**src/rtl/serializer.sv**
```systemverilog
// Frame serializer: preamble, payload MSB first, even parity, idle gap.
// Optional macro SERIALIZER_ERR_INJECT_EN adds err_inj_i for corrupt frames.
//
// Ports:
//   clk_i, rst_i   clock, synchronous active-high reset
//   data_i         payload, bits [N-1:0] are sent
//   data_len_i     payload length N (0 or >10 means 10)
//   data_val_i     payload valid
//   data_rdy_o     ready to accept (IDLE_S only)
//   ser_data_o     serial bit, 0 when ser_data_en_o is low
//   ser_data_en_o  serial bit valid
//   busy_o         frame or gap in progress
//   err_inj_i      (macro only) invert parity and last preamble bit
module serializer #(
  parameter logic [3:0] PREAMB     = 4'b1010,
  parameter int         GAP_CYCLES = 2
) (
  input  logic       clk_i,
  input  logic       rst_i,
  input  logic [9:0] data_i,
  input  logic [3:0] data_len_i,
  input  logic       data_val_i,
`ifdef SERIALIZER_ERR_INJECT_EN
  input  logic       err_inj_i,
`endif
  output logic       data_rdy_o,
  output logic       ser_data_o,
  output logic       ser_data_en_o,
  output logic       busy_o
);

  localparam int GAP_EFF = (GAP_CYCLES < 2) ? 2 : GAP_CYCLES;
  localparam int CW =
    ($clog2(GAP_EFF) > 4) ? $clog2(GAP_EFF) : 4;

  typedef enum logic [2:0] {
    IDLE_S,
    PREAMB_S,
    DATA_S,
    PARITY_S,
    GAP_S
  } state_t;

  state_t        r_state;
  state_t        w_state_nxt;
  logic [CW-1:0] r_cnt;
  logic [CW-1:0] w_cnt_nxt;
  logic [9:0]    r_data;
  logic [3:0]    r_len;
  logic          r_par;
  logic          r_err;

  logic          w_acc;
  logic [3:0]    w_len;
  logic [9:0]    w_mask;
  logic          w_par;
  logic          w_err;

`ifdef SERIALIZER_ERR_INJECT_EN
  assign w_err = err_inj_i;
`else
  assign w_err = 1'b0;
`endif

  assign w_acc      = data_val_i && (r_state == IDLE_S);
  assign data_rdy_o = (r_state == IDLE_S);
  assign busy_o     = !data_rdy_o;

  // Out-of-range lengths collapse to a full word.
  always_comb begin
    w_len = data_len_i;
    if (data_len_i == 4'd0 || data_len_i > 4'd10) begin
      w_len = 4'd10;
    end
  end

  assign w_mask = 10'((11'd1 << w_len) - 11'd1);
  assign w_par  = ^(data_i & w_mask);

  always_ff @(posedge clk_i) begin
    if (rst_i) begin
      r_state <= IDLE_S;
    end else begin
      r_state <= w_state_nxt;
    end
  end

  always_comb begin
    w_state_nxt = r_state;
    w_cnt_nxt   = r_cnt;
    unique case (r_state)
      IDLE_S: begin
        if (data_val_i) begin
          w_state_nxt = PREAMB_S;
          w_cnt_nxt   = CW'(3);
        end
      end
      PREAMB_S: begin
        if (r_cnt == '0) begin
          w_state_nxt = DATA_S;
          w_cnt_nxt   = CW'(r_len - 4'd1);
        end else begin
          w_cnt_nxt = r_cnt - CW'(1);
        end
      end
      DATA_S: begin
        if (r_cnt == '0) begin
          w_state_nxt = PARITY_S;
        end else begin
          w_cnt_nxt = r_cnt - CW'(1);
        end
      end
      PARITY_S: begin
        w_state_nxt = GAP_S;
        w_cnt_nxt   = CW'(GAP_EFF - 1);
      end
      GAP_S: begin
        if (r_cnt == '0) begin
          w_state_nxt = IDLE_S;
        end else begin
          w_cnt_nxt = r_cnt - CW'(1);
        end
      end
      default: begin
        w_state_nxt = IDLE_S;
      end
    endcase
  end

  // Outputs decode straight from registered state, so the first
  // preamble bit appears right after the accepting edge.
  always_comb begin
    ser_data_o    = 1'b0;
    ser_data_en_o = 1'b0;
    unique case (r_state)
      PREAMB_S: begin
        ser_data_en_o = 1'b1;
        ser_data_o    = PREAMB[r_cnt[1:0]]
                      ^ (r_err && (r_cnt[1:0] == 2'd0));
      end
      DATA_S: begin
        ser_data_en_o = 1'b1;
        ser_data_o    = r_data[r_cnt[3:0]];
      end
      PARITY_S: begin
        ser_data_en_o = 1'b1;
        ser_data_o    = r_par ^ r_err;
      end
      default: begin
        ser_data_en_o = 1'b0;
      end
    endcase
  end

  always_ff @(posedge clk_i) begin
    if (rst_i) begin
      r_cnt  <= '0;
      r_data <= '0;
      r_len  <= '0;
      r_par  <= 1'b0;
      r_err  <= 1'b0;
    end else begin
      r_cnt <= w_cnt_nxt;
      if (w_acc) begin
        r_data <= data_i;
        r_len  <= w_len;
        r_par  <= w_par;
        r_err  <= w_err;
      end
    end
  end

endmodule

```
**config.mk**
```make
export PLATFORM = sky130hd
export DESIGN_NAME = serializer
export DESIGN_NICKNAME = d
export VERILOG_FILES = /design/src/rtl/serializer.sv
export SDC_FILE = /design/constraint.sdc
export NUM_CORES = 1
export LEC_CHECK = 0
export BUFFER_PORTS_ARGS = -buffer_cell sky130_fd_sc_hd__buf_2
export CAP_MARGIN = 40
export CORE_ASPECT_RATIO = 0.9
export CORE_UTILIZATION = 46
export CTS_CLUSTER_DIAMETER = 200
export DETAILED_ROUTE_END_ITERATION = 16
export GPL_ROUTABILITY_DRIVEN = 0
export PLACE_DENSITY = 0.8
export SLEW_MARGIN = 20
export SYNTH_ARGS = -nofsm -noshare
export SYNTH_HDL_FRONTEND = slang
export SYNTH_SLANG_ARGS = --single-unit
export TNS_END_PERCENT = 1
```
**constraint.sdc**
```tcl
create_clock -name clk_i -period 2.8 [get_ports clk_i]
set_input_delay 0.28 -clock clk_i [delete_from_list [all_inputs] [get_ports clk_i]]
set_output_delay 0.28 -clock clk_i [all_outputs]
set_load 0.05 [all_outputs]
```
Word level (Yosys, flattened, before mapping)
Index checks and enable logic that the tools add are counted.
{ "totals": {"regBits": 22, "input_bits": 17, "output_inout_bits": 4} }
{ "op_classes": {"addsub": 3, "n_lt_le_gt_ge": 3, "eq_ne": 9, "shifts": 1, "n_mux": 16, "bitwise": 1, "n_reduce_logical": 12} }
{ "ops": {"columns": ["cell", "count"], "rows": [
  ["2-to-1 mux 4 bit", 4],
  ["case mux 4 bit (4 select lines)", 1],
  ["case mux 3 bit (5 select lines)", 1],
  ["2-to-1 mux 3 bit", 4],
  ["bitwise AND 10 bit", 1],
  ["inequality test 2 bit (second input constant)", 5],
  ["parity 10 bit", 1],
  ["<< shifter 1 x 4 -> 10 bit (first input constant)", 1],
  ["subtractor 10 x 1 -> 10 bit (second input constant)", 1],
  ["logical NOT 4 bit", 2],
  ["subtractor 4 x 1 -> 4 bit (second input constant)", 2],
  ["== test 3 x 2 -> 1 bit (second input constant)", 2],
  ["< comparator 4 x 5 -> 1 bit (second input constant)", 1],
  ["binary-select mux 1 bit (select 4 bit)", 1],
  ["> comparator 4 bit (second input constant)", 1],
  ["AND reduction 4 bit", 1],
  ["nonzero test 4 bit", 1],
  ["== test 3 x 1 -> 1 bit (second input constant)", 1],
  ["== test 3 bit (second input constant)", 1],
  ["logical NOT 3 bit", 1],
  ["< comparator 2 x 3 -> 1 bit (second input constant)", 1],
  ["2-to-1 mux 1 bit", 3],
  ["case mux 1 bit (3 select lines)", 1],
  ["AND reduction 3 bit", 1],
  ["other kinds (6)", 6]
]} }

Depth between registers and ports, before layout
Gate-level depths: netlist of run 1.
{ "logic_depth": {"word_depth": 7, "ltp_mapped": 10, "mapped_depth_nobuf": 9} }

Worst setup path before layout of run 1
OpenSTA, ideal clock, no wires.
{ "synth_timing": {"kind": "input to register", "from": "in data_len_i[1]", "to": "reg r_par", "arrival_time_ns": 2.605, "setup_slack_ns": 0.063, "path_stages": 10, "path_buffers": 1, "path_cell_list": "buf_2 -> or4b_1 -> ha_1 -> or3_1 -> a21oi_1 -> o21ai_1 -> xnor3_1 -> xnor3_1 -> nand2_1 -> a21oi_1"} }
{ "synth_between": {"elab_chain_len": 7, "word_cells_on_any_way": 8} }
{ "synth_lines": {"columns": ["item", "line_no", "text"], "rows": [
  ["from (decl)", "21", "input logic [3:0] data_len_i,"],
  ["> comparator 4 bit / logical NOT 4 bit (equally long branches)", "72", "if (data_len_i == 4'd0 || data_len_i > 4'd10) begin"],
  ["logical OR 1 bit", "72", null],
  ["2-to-1 mux 4 bit *", "72", null],
  ["<< shifter 1 x 4 -> 10 bit *", "77", "assign w_mask = 10'((11'd1 << w_len) - 11'd1);"],
  ["subtractor 10 x 1 -> 10 bit *", "77", null],
  ["bitwise AND 10 bit *", "78", "assign w_par = ^(data_i & w_mask);"],
  ["parity 10 bit *", "78", null],
  ["to (signal assigned)", "167", "r_par <= w_par;"],
  ["to (decl)", "50", "logic r_par;"]
]} }
Mark *: on every way between the ends. The rest lies on a longest branch, timed or not.
A chain may end at the register's enable or synchronous reset.

Worst setup path in the final report of run 1
{ "layout_timing": {"from": "reg r_cnt[0]", "to": "out ser_data_o"} }
{ "layout_between": {"elab_chain_len": 3, "word_cells_on_any_way": 5} }
{ "layout_lines": {"columns": ["item", "line_no", "text"], "rows": [
  ["from (decl)", "46", "logic [CW-1:0] r_cnt;"],
  ["from (signal assigned)", "163", "r_cnt <= w_cnt_nxt;"],
  ["binary-select mux 1 bit (select 4 bit) / binary-select mux 1 bit (select 2 bit) (equally long branches)", "143, 138", null],
  ["2-to-1 mux 1 bit (on tied branches)", "143, 138", null],
  ["case mux 1 bit (3 select lines) *", "135", "unique case (r_state)"],
  ["to (decl)", "27", "output logic ser_data_o,"]
]} }
Mark *: on every way between the ends. The rest lies on a longest branch, timed or not. The select of a mux whose other input is x is not followed.

==> results.cfg, run 1 <==
[global_route]
grt_antenna_before_repair = 0
track_usage_pct = 20.5
grt_overflow = 0
grt_pass1_vias = 1239
grt_max_degree = 23
grt_first_pass_wirelength_um = 5380

[critical_path]
crit_path_start_kind = flip-flop
regToRegSetupSlack_ns = 0.70
cpMaxStageDelayCell = mux4_2
crit_arrival_ns = 2.13
critical_path.cell_chain = mux4_2 > mux2i_1 > o21ai_1 > a22oi_1 > nor2_1 > buf_2
critPathKind = flip-flop to output port
worst-path-max-fanout = 7
critPathCaptureType = output port
crit_path_max_incr_delay_ns = 0.57
worstPathRequired_ns = 2.52

[final_layout]
final_cells = 259
fin_nets = 238
num-fill-cells = 306
antennaDiodeCount = 0
syn_to_final_growth_pct = 12.8
final_cell_area_um2 = 1660
drive_gt1_share_pct = 16.6

[sta]
relSlewSlack_pct = 62.5
fin_crit_sh_pct = 86.1
fmax_ghz = 0.415
hold_viol = 0
finClkSkew_ns = 0.0155
period_minus_slack_ns = 2.41
setup_viol = 0
rsz0062_at_grt = false
tightest_slew_ns = 0.560
fin_ws_ns = 0.388
slew_violations = 0
setup-tns-final_ns = 0

[routing]
vias = 1403
drtPass1Iterations = 4
wl_met3_um = 126
wl_um = 3230
drc = 0
wl_per_cell_um = 12.5
ant_nets = 0
wl_met1_um = 1520
drt_iter0_drc = 86
viasPerCell = 5.42
met2RoutedLength_um = 1560
topRoutingLayerUsed = met4

[logic_synthesis]
syn_nets = 221
yosysMostFrequentCell = nand2_1
synth_top_area_share_pct = 29.9
postSynthCellCount = 201
synth_area_um2 = 1480
ys_ff_latch = 22
synth-seq-area-share_pct = 29.9
syn_area_per_cell_um2 = 7.34
synth_common_cells = nand2_1, a21oi_1, dfxtp_1
yosysUniqueCellTypes = 42
synth_top_cell_by_area = dfxtp_1
synth-edff-count = 0
synth-main-ff-cell = dfxtp_1
yosysWarnings = 0
async_reset_ff_share_pct = 0
synth.area.top_cells = dfxtp_1, nand2_1, a21oi_1

[min_path]
hold_class = input pin to flip-flop

[placed_design]
placed_cells = 255
place_ws_ns = 0.0737
dpl-instance-area_um2 = 1610
port_buffers = 20
dp_hpwl_um = 2480

[clock_tree]
path_clk_slew_ns = 0.13
numCtsBuffers = 3
htreeDepth = 1
cts-root-buf = clkbuf_4
clkLatencyLatePin_ns = 0.32
cts_resized = 0
cts_tree = done
postCtsHoldBufs = 0
clk_path_buf_depth = 2
post-cts-setup-buffers = 0
cts_sinks = 22

[power_and_ir_drop]
p_leak_nw = 0.696
pwr_density_cell_nw_per_um2 = 739
ir_worst_vdd_uv = 352
power_mw = 1.23

[die]
die_w_um = 61.7
coreArea_um2 = 3040
floorplan.initialDensity_pct = 48.5
ios = 21
fp-row-count = 19
fp.dieH_um = 55.7
dieArea_um2 = 3440

[outcome]
outcome = finished clean

[run]
maxCapViolations = 0
per-layer routing:
metal / track usage, % / up-vias
li1: - / 730
met1: 28.4 / 638
met2: 32.4 / 31
met3: 4.65 / 4
met4: 3.81 / 0
met5: 0 / -
stage by stage:
step / hold WS (ns) / util [%]
finish: 0.190 / 54.7
global route: 0.186 / 54.7
CTS: 0.182 / 54.7
detailed placement: 0.447 / 53.0
global placement: 0.443 / 53.0
floorplan: 0.363 / -
where the power goes:
group          internal, mW  leakage, nW  switching, mW
registers             0.367        0.181         0.0728
logic                 0.215        0.488          0.330
clock network         0.145       0.0279         0.0995
total                 0.727        0.696          0.503
sequential cells by signal, summed over array words and instances (netlist names):
register / count
r_len: 4
r_state: 3
r_data: 10
r_cnt: 4
r_par: 1
logic make-up (layout without fill, tap and decap cells):
| kind of cell | count (synthesis) | count (layout) | synth area share [%] |
|---|---|---|---|
| muxes | 4 | 4 | 4.41 |
| AOI/OAI and AO/OA | 56 | 56 | 22.8 |
| xor gates and xnor gates | 9 | 9 | 7.21 |
| buffers and inverters | 22 | 38 | 5.94 |
| adders and majority gates | 3 | 3 | 2.54 |
| other | 1 | 1 | 0.254 |
| DFF | 22 | 22 | 29.9 |
| and+or+nand+nor | 84 | 84 | 27.0 |
critical path: cells and delay by family, from the launching register on:
family                 cells  cell delay, ns
muxes                      2            0.72
buffers and inverters      1            0.22
AOI/OAI and AO/OA          2            0.30
DFF                        1            0.53
and+or+nand+nor            1            0.05
cells in the final DEF (no fill, tap or decap), types with 3 or more instances in the layout:
| master | netlist | final |
|---|---|---|
| a21o_1 | 3 | 3 |
| o21a_1 | 3 | 3 |
| dfxtp_1 | 22 | 22 |
| inv_1 | 6 | 6 |
| a22oi_1 | 3 | 3 |
| buf_2 | 4 | 20 |
| or3_1 | 3 | 3 |
| xnor2_1 | 5 | 5 |
| a21oi_1 | 23 | 23 |
| o21ai_1 | 6 | 6 |
| buf_4 | 0 | 5 |
| nor3_1 | 9 | 9 |
| nor2b_1 | 4 | 4 |
| nor2_1 | 20 | 20 |
| ha_1 | 3 | 3 |
| o21ai_0 | 7 | 7 |
| nand2_1 | 35 | 35 |
| clkbuf_4 | 0 | 3 |
area by class of cell:
type	instances	area (um^2)	share of cell area (%)
clock buffers	3	22.5	1.35
clock inverters	1	30.0	1.80
inverters	9	33.8	2.03
multi-input cells	157	947	56.9
flip-flops and latches	22	440	26.5
well taps	42	52.6	3.16
repair buffers	25	138	8.27
worst paths after layout:
check                         startpoint                      to  cells past startpoint
setup / recovery   r_cnt[0]$_SDFFE_PP0P_              ser_data_o                      6
hold / removal                 data_i[1]  r_data[1]$_SDFFE_PP0P_                      3
setup reg to reg   r_cnt[0]$_SDFFE_PP0P_   r_cnt[2]$_SDFFE_PP0P_                      9
hold reg to reg   r_data[0]$_SDFFE_PP0P_  r_data[0]$_SDFFE_PP0P_                      2
(Power assumes the default switching activity.)
==> run 2, diff against run 1 <==
--- a/config.mk
+++ b/config.mk
@@ -12,7 +12,8 @@
 export CTS_CLUSTER_DIAMETER = 200
 export DETAILED_ROUTE_END_ITERATION = 16
 export GPL_ROUTABILITY_DRIVEN = 0
-export PLACE_DENSITY = 0.8
+export PLACE_DENSITY = 0.77
+export RECOVER_POWER = 25
 export SLEW_MARGIN = 20
 export SYNTH_ARGS = -nofsm -noshare
 export SYNTH_HDL_FRONTEND = slang
==> constraint.sdc (replaced) <==
create_clock -name clk_i -period 2.4 [get_ports clk_i]
set_input_delay 0.24 -clock clk_i [delete_from_list [all_inputs] [get_ports clk_i]]
set_output_delay 0.24 -clock clk_i [all_outputs]
set_load 0.05 [all_outputs]
==> run 2 against run 1 <==
Compared with the run above:
- final area increased by 0.90%
- critical path depth increased by 4
- clock-buffer cell count increased by 1
- sequential power increased by 17%
- highest routed layer unchanged
==> results.cfg, run 2 (synthesis gave the netlist of run 1 again) <==
[power_and_ir_drop]
p_leak_nw = 0.693
p_seq_share_pct = 37.7
p_int_mw = 0.777
switchingPower_mw = 0.590
ir_worst_vdd_uv = 482
power_mw = 1.37
pwr_density_cell_nw_per_um2 = 814
comb_power_share_pct = 47.8
swShare_pct = 43.2
p_clk_share_pct = 14.5

[global_route]
grt_first_pass_wirelength_um = 5690
grt_use_met1_pct = 29.9
grt_overflow = 0
grtUsageMet2_pct = 34.3
grt.met3_usage_pct = 4.19
grt_pass1_vias = 1316
grt_antenna_before_repair = 0
grt_max_degree = 23
track_usage_pct = 21.8
busiest_layer = met2

[routing]
wl_um = 3380
drtPass1Iterations = 4
wl_per_cell_um = 13.0
ant_nets = 0
viasPerCell = 5.51
vias = 1432
drc = 0
drt_iter0_drc = 88

[sta]
relSlewSlack_pct = 61.0
hold_viol = 0
finClkSkew_ns = 0.00600
setup_viol = 0
slew_violations = 0
fin_crit_sh_pct = 99.5
rsz0062_at_grt = false
fmax_ghz = 0.419
setup-tns-final_ns = 0
period_minus_slack_ns = 2.39
tightest_slew_ns = 0.587
fin_ws_ns = 0.0131

[die]
coreArea_um2 = 3040
dieArea_um2 = 3440
floorplan.initialDensity_pct = 48.5
fp.dieH_um = 55.7
die_w_um = 61.7
ios = 21
fp-row-count = 19

[final_layout]
layout_commonest_cell = nand2_1
drive_gt1_share_pct = 18.8
antennaDiodeCount = 0
top_register = r_data
largest_register_ffs = 10
fin_nets = 239
top_regs = r_data x10, r_cnt x4, r_len x4
syn_to_final_growth_pct = 13.8
final_cell_mix = nand2_1, a21oi_1, dfxtp_1, nor2_1, buf_2
num-fill-cells = 330

[critical_path]
crit_arrival_ns = 2.57
r2r_end = r_cnt[2]$_SDFFE_PP0P_
critPathKind = input pin to flip-flop
worstPathRequired_ns = 2.58
reg2reg_depth = 9
worst-path-max-fanout = 3
regToRegSetupSlack_ns = 0.33
critPathCaptureType = flip-flop
crit_path_start_kind = input pin
timing.rr.start = r_cnt[0]$_SDFFE_PP0P_

[outcome]
outcome = finished clean

[clock_tree]
cts_tree = done
htreeDepth = 1
numCtsBuffers = 3
cts_sinks = 22
cts-root-buf = clkbuf_4
clkLatencyLatePin_ns = 0.30
clk_path_buf_depth = 2
postCtsHoldBufs = 0
path_clk_slew_ns = 0.12
post-cts-setup-buffers = 0

[placed_design]
place_ws_ns = -0.301
port_buffers = 20
dp_hpwl_um = 2480

[min_path]
hold_path.startpoint = data_i[1]
hold_class = input pin to flip-flop
worstHoldPathCells = 3
min_to = r_data[1]$_SDFFE_PP0P_

[run]
maxCapViolations = 0
run 2: cell type report:
class	instances	area, um^2	area share [%]
Clock buffer	4	36.3	2.16
Inverter	9	33.8	2.01
Multi-Input combinational cell	157	971	57.8
Sequential cell	22	442	26.3
Tap cell	42	52.6	3.13
Timing Repair Buffer	26	144	8.57
run 2: worst max-delay path, stage by stage:
cell and delay (ns):
buf_2 0.10, or4b_4 0.55, ha_4 0.18, or4b_4 0.51
a21oi_2 0.14, o21ai_1 0.09, xnor2_1 0.20, xnor3_1 0.44
nand2_1 0.07, a21oi_1 0.05
run 2: power by group through the flow:
stage                     combinational [mW]  clock, mW  sequential, mW
after floorplan                        0.553          0           0.467
after global placement                 0.639          0           0.518
after CTS                              0.651      0.207           0.513
final                                  0.653      0.199           0.515
after global routing                   0.730      0.230           0.524
after detailed placement               0.648          0           0.521
run 2: repair_timing:
action | in CTS | in global routing
gates resized for setup | 1 | 3
pin swaps | 0 | 10
endpoints found under the setup margin | 1 | 1
run 2: per-layer routing:
metal,wire (um),share of wire [%]
met5,0,0
met3,165,4.9
met1,1590,47
met4,27,0.80
met2,1590,47
run 2: stage by stage:
stage	hold slack [ns]	cells	utilization, %	instance area (um^2)
global placement	0.444	257	54.0	1640
floorplan	0.323	201	-	1490
global route	0.152	260	55.2	1680
CTS	0.164	261	55.2	1680
finish	0.178	260	55.2	1680
detailed placement	0.446	257	54.0	1640
run 2: how the worst max path moves through the flow:
stage | cells after the start | from | to | slack [ns]
floorplan | 6 | r_state[1]$_SDFFE_PP0P_ | r_len[2]$_SDFFE_PP0P_ | 0.26
global placement | 10 | data_len_i[1] | r_par$_SDFFE_PP0P_ | -0.22
detailed placement | 10 | data_len_i[1] | r_par$_SDFFE_PP0P_ | -0.30
CTS | 10 | data_len_i[1] | r_par$_SDFFE_PP0P_ | 0.03
global route | 10 | data_len_i[2] | r_par$_SDFFE_PP0P_ | 0.0005
finish | 10 | data_len_i[2] | r_par$_SDFFE_PP0P_ | 0.01
==> run 3, diff against run 2 <==
--- a/config.mk
+++ b/config.mk
@@ -14,6 +14,7 @@
 export GPL_ROUTABILITY_DRIVEN = 0
 export PLACE_DENSITY = 0.77
 export RECOVER_POWER = 25
+export REMOVE_ABC_BUFFERS = 1
 export SLEW_MARGIN = 20
 export SYNTH_ARGS = -nofsm -noshare
 export SYNTH_HDL_FRONTEND = slang
==> run 3 against run 2 <==
Compared with the run above:
- sequential share of layout area increased by 0.28 points
- setup slack improved by 0.092 ns
- critical path depth increased by 1
- maximum frequency increased by 4.0%
- power decreased by 0.75%
- combinational power decreased by 2%
- clock-buffer cell count unchanged
- die area unchanged
- register-to-register slack about the same
- clock skew decreased by 0.0032 ns
- critical endpoint unchanged
- largest cell class unchanged
==> results.cfg, run 3 (synthesis gave the netlist of run 1 again) <==
[placed_design]
dp_hpwl_um = 2410
place_ws_ns = -0.316
dpl-instance-area_um2 = 1610
port_buffers = 20

[final_layout]
top_regs = r_data x10, r_cnt x4, r_len x4
final_cell_mix = nand2_1, a21oi_1, dfxtp_1, nor2_1, buf_2
largest_register_ffs = 10
syn_to_final_growth_pct = 12.6
fin_nets = 238
antennaDiodeCount = 0
layout_commonest_cell = nand2_1
final_cell_area_um2 = 1660
top_register = r_data
drive_gt1_share_pct = 18.4

[min_path]
hold_path.startpoint = data_i[1]
min_to = r_data[1]$_SDFFE_PP0P_
worstHoldPathCells = 3
hold_class = input pin to flip-flop

[global_route]
grt_overflow = 0
grt_antenna_before_repair = 0
grt_first_pass_wirelength_um = 5490
grt_max_degree = 23
track_usage_pct = 21.1
grt_pass1_vias = 1319

[power_and_ir_drop]
p_leak_nw = 0.685
swShare_pct = 43.1
p_int_mw = 0.772
ir_worst_vdd_uv = 632
pwr_density_cell_nw_per_um2 = 817
p_seq_share_pct = 37.7
switchingPower_mw = 0.585
p_clk_share_pct = 15.3
comb_power_share_pct = 47.0

[routing]
drc = 0
wl_per_cell_um = 12.7
wl_um = 3280
ant_nets = 0
viasPerCell = 5.48
drtPass1Iterations = 4
vias = 1420
drt_iter0_drc = 88

[clock_tree]
cts-root-buf = clkbuf_4
htreeDepth = 1
clkLatencyLatePin_ns = 0.31
path_clk_slew_ns = 0.12
numCtsBuffers = 3
cts_tree = done
clk_path_buf_depth = 2
postCtsHoldBufs = 0
cts_sinks = 22

[critical_path]
worstPathRequired_ns = 2.60
critPathCaptureType = flip-flop
crit_path_start_kind = input pin
r2r_end = r_cnt[2]$_SDFFE_PP0P_
crit_arrival_ns = 2.49
timing.rr.start = r_cnt[0]$_SDFFE_PP0P_
reg2reg_depth = 9
regToRegSetupSlack_ns = 0.33
crit_path_max_incr_delay_ns = 0.53
cpMaxStageDelayCell = or4b_4
critical_path.cell_chain = buf_2 > or4b_4 > ha_2 > buf_4 > or4b_1 > a21oi_2 > o21ai_1 > xnor2_1 > xnor3_1 > nand2_1 > a21oi_1
worst-path-max-fanout = 6
critPathKind = input pin to flip-flop

[die]
die_w_um = 61.7
floorplan.initialDensity_pct = 48.5
ios = 21
coreArea_um2 = 3040
fp.dieH_um = 55.7
fp-row-count = 19
dieArea_um2 = 3440

[sta]
fmax_ghz = 0.436
fin_ws_ns = 0.105
slew_violations = 0
finClkSkew_ns = 0.00283
whs_ns = 0.171
tightest_slew_ns = 0.581
relSlewSlack_pct = 61.1
setup_viol = 0
fin_crit_sh_pct = 95.6
period_minus_slack_ns = 2.30
hold_viol = 0

[outcome]
outcome = finished clean

[run]
maxCapViolations = 0
[run 3: cell count changes in the layout (fill, tap and decap cells not counted), sizes merged]
cell and delta:
buf -1
[run 3: cell type report]
| type | count | area [um^2] |
|---|---|---|
| clock buffers | 4 | 36.3 |
| fillers | 325 | 1380 |
| inverters | 9 | 33.8 |
| multi-input cells | 157 | 961 |
| flip-flops and latches | 22 | 442 |
| well taps | 42 | 52.6 |
| repair buffers | 25 | 136 |
[run 3: how the worst max path moves through the flow]
stage                          startpoint                  to  depth (start not counted)
finish                      data_len_i[1]  r_par$_SDFFE_PP0P_                         11
global route                data_len_i[1]  r_par$_SDFFE_PP0P_                         11
CTS                 r_cnt[0]$_SDFFE_PP0P_          ser_data_o                          6
detailed placement          data_len_i[1]  r_par$_SDFFE_PP0P_                         11
global placement            data_len_i[1]  r_par$_SDFFE_PP0P_                         10
floorplan                   data_len_i[1]  r_par$_SDFFE_PP0P_                          9
[run 3: stage by stage]
step | total power, mW | instances | TNS, ns | util [%]
final | 1.36 | 259 | 0 | 54.6
after floorplan | 0.991 | 188 | -0.141 | -
after global placement | 1.14 | 255 | -0.259 | 53.0
after CTS | 1.36 | 259 | 0 | 54.2
after detailed placement | 1.15 | 255 | -0.316 | 53.0
after global routing | 1.46 | 259 | -0.00395 | 54.6
[run 3: what timing repair did]
action	CTS	global route
setup buffers	0	0
resized for setup	0	6
setup endpoints to repair	0	2
[run 3: metal layers]
layer  track usage, %  wire (um)  part of all wire (%)  up-vias
met5                0          0                     0        -
met4             4.44          6                  0.18        0
met3             4.88        134                   4.1        2
met2             35.0       1600                    49       36
met1             27.3       1540                    47      649
li1                 -          -                     -      733
[run 3: power groups by stage]
stage | registers (mW) | logic (mW) | clock network [mW]
floorplan | 0.494 | 0.497 | 0
global placement | 0.517 | 0.625 | 0
detailed placement | 0.518 | 0.634 | 0
CTS | 0.509 | 0.636 | 0.217
global route | 0.523 | 0.705 | 0.229
finish | 0.511 | 0.638 | 0.207
[run 3: critical path, delay by kind of cell]
kind | cells | cell delay, ns
simple gates | 3 | 1.14
xor+xnor | 2 | 0.37
compound gates | 3 | 0.29
buf+inv | 2 | 0.25
fa+ha+maj | 1 | 0.19
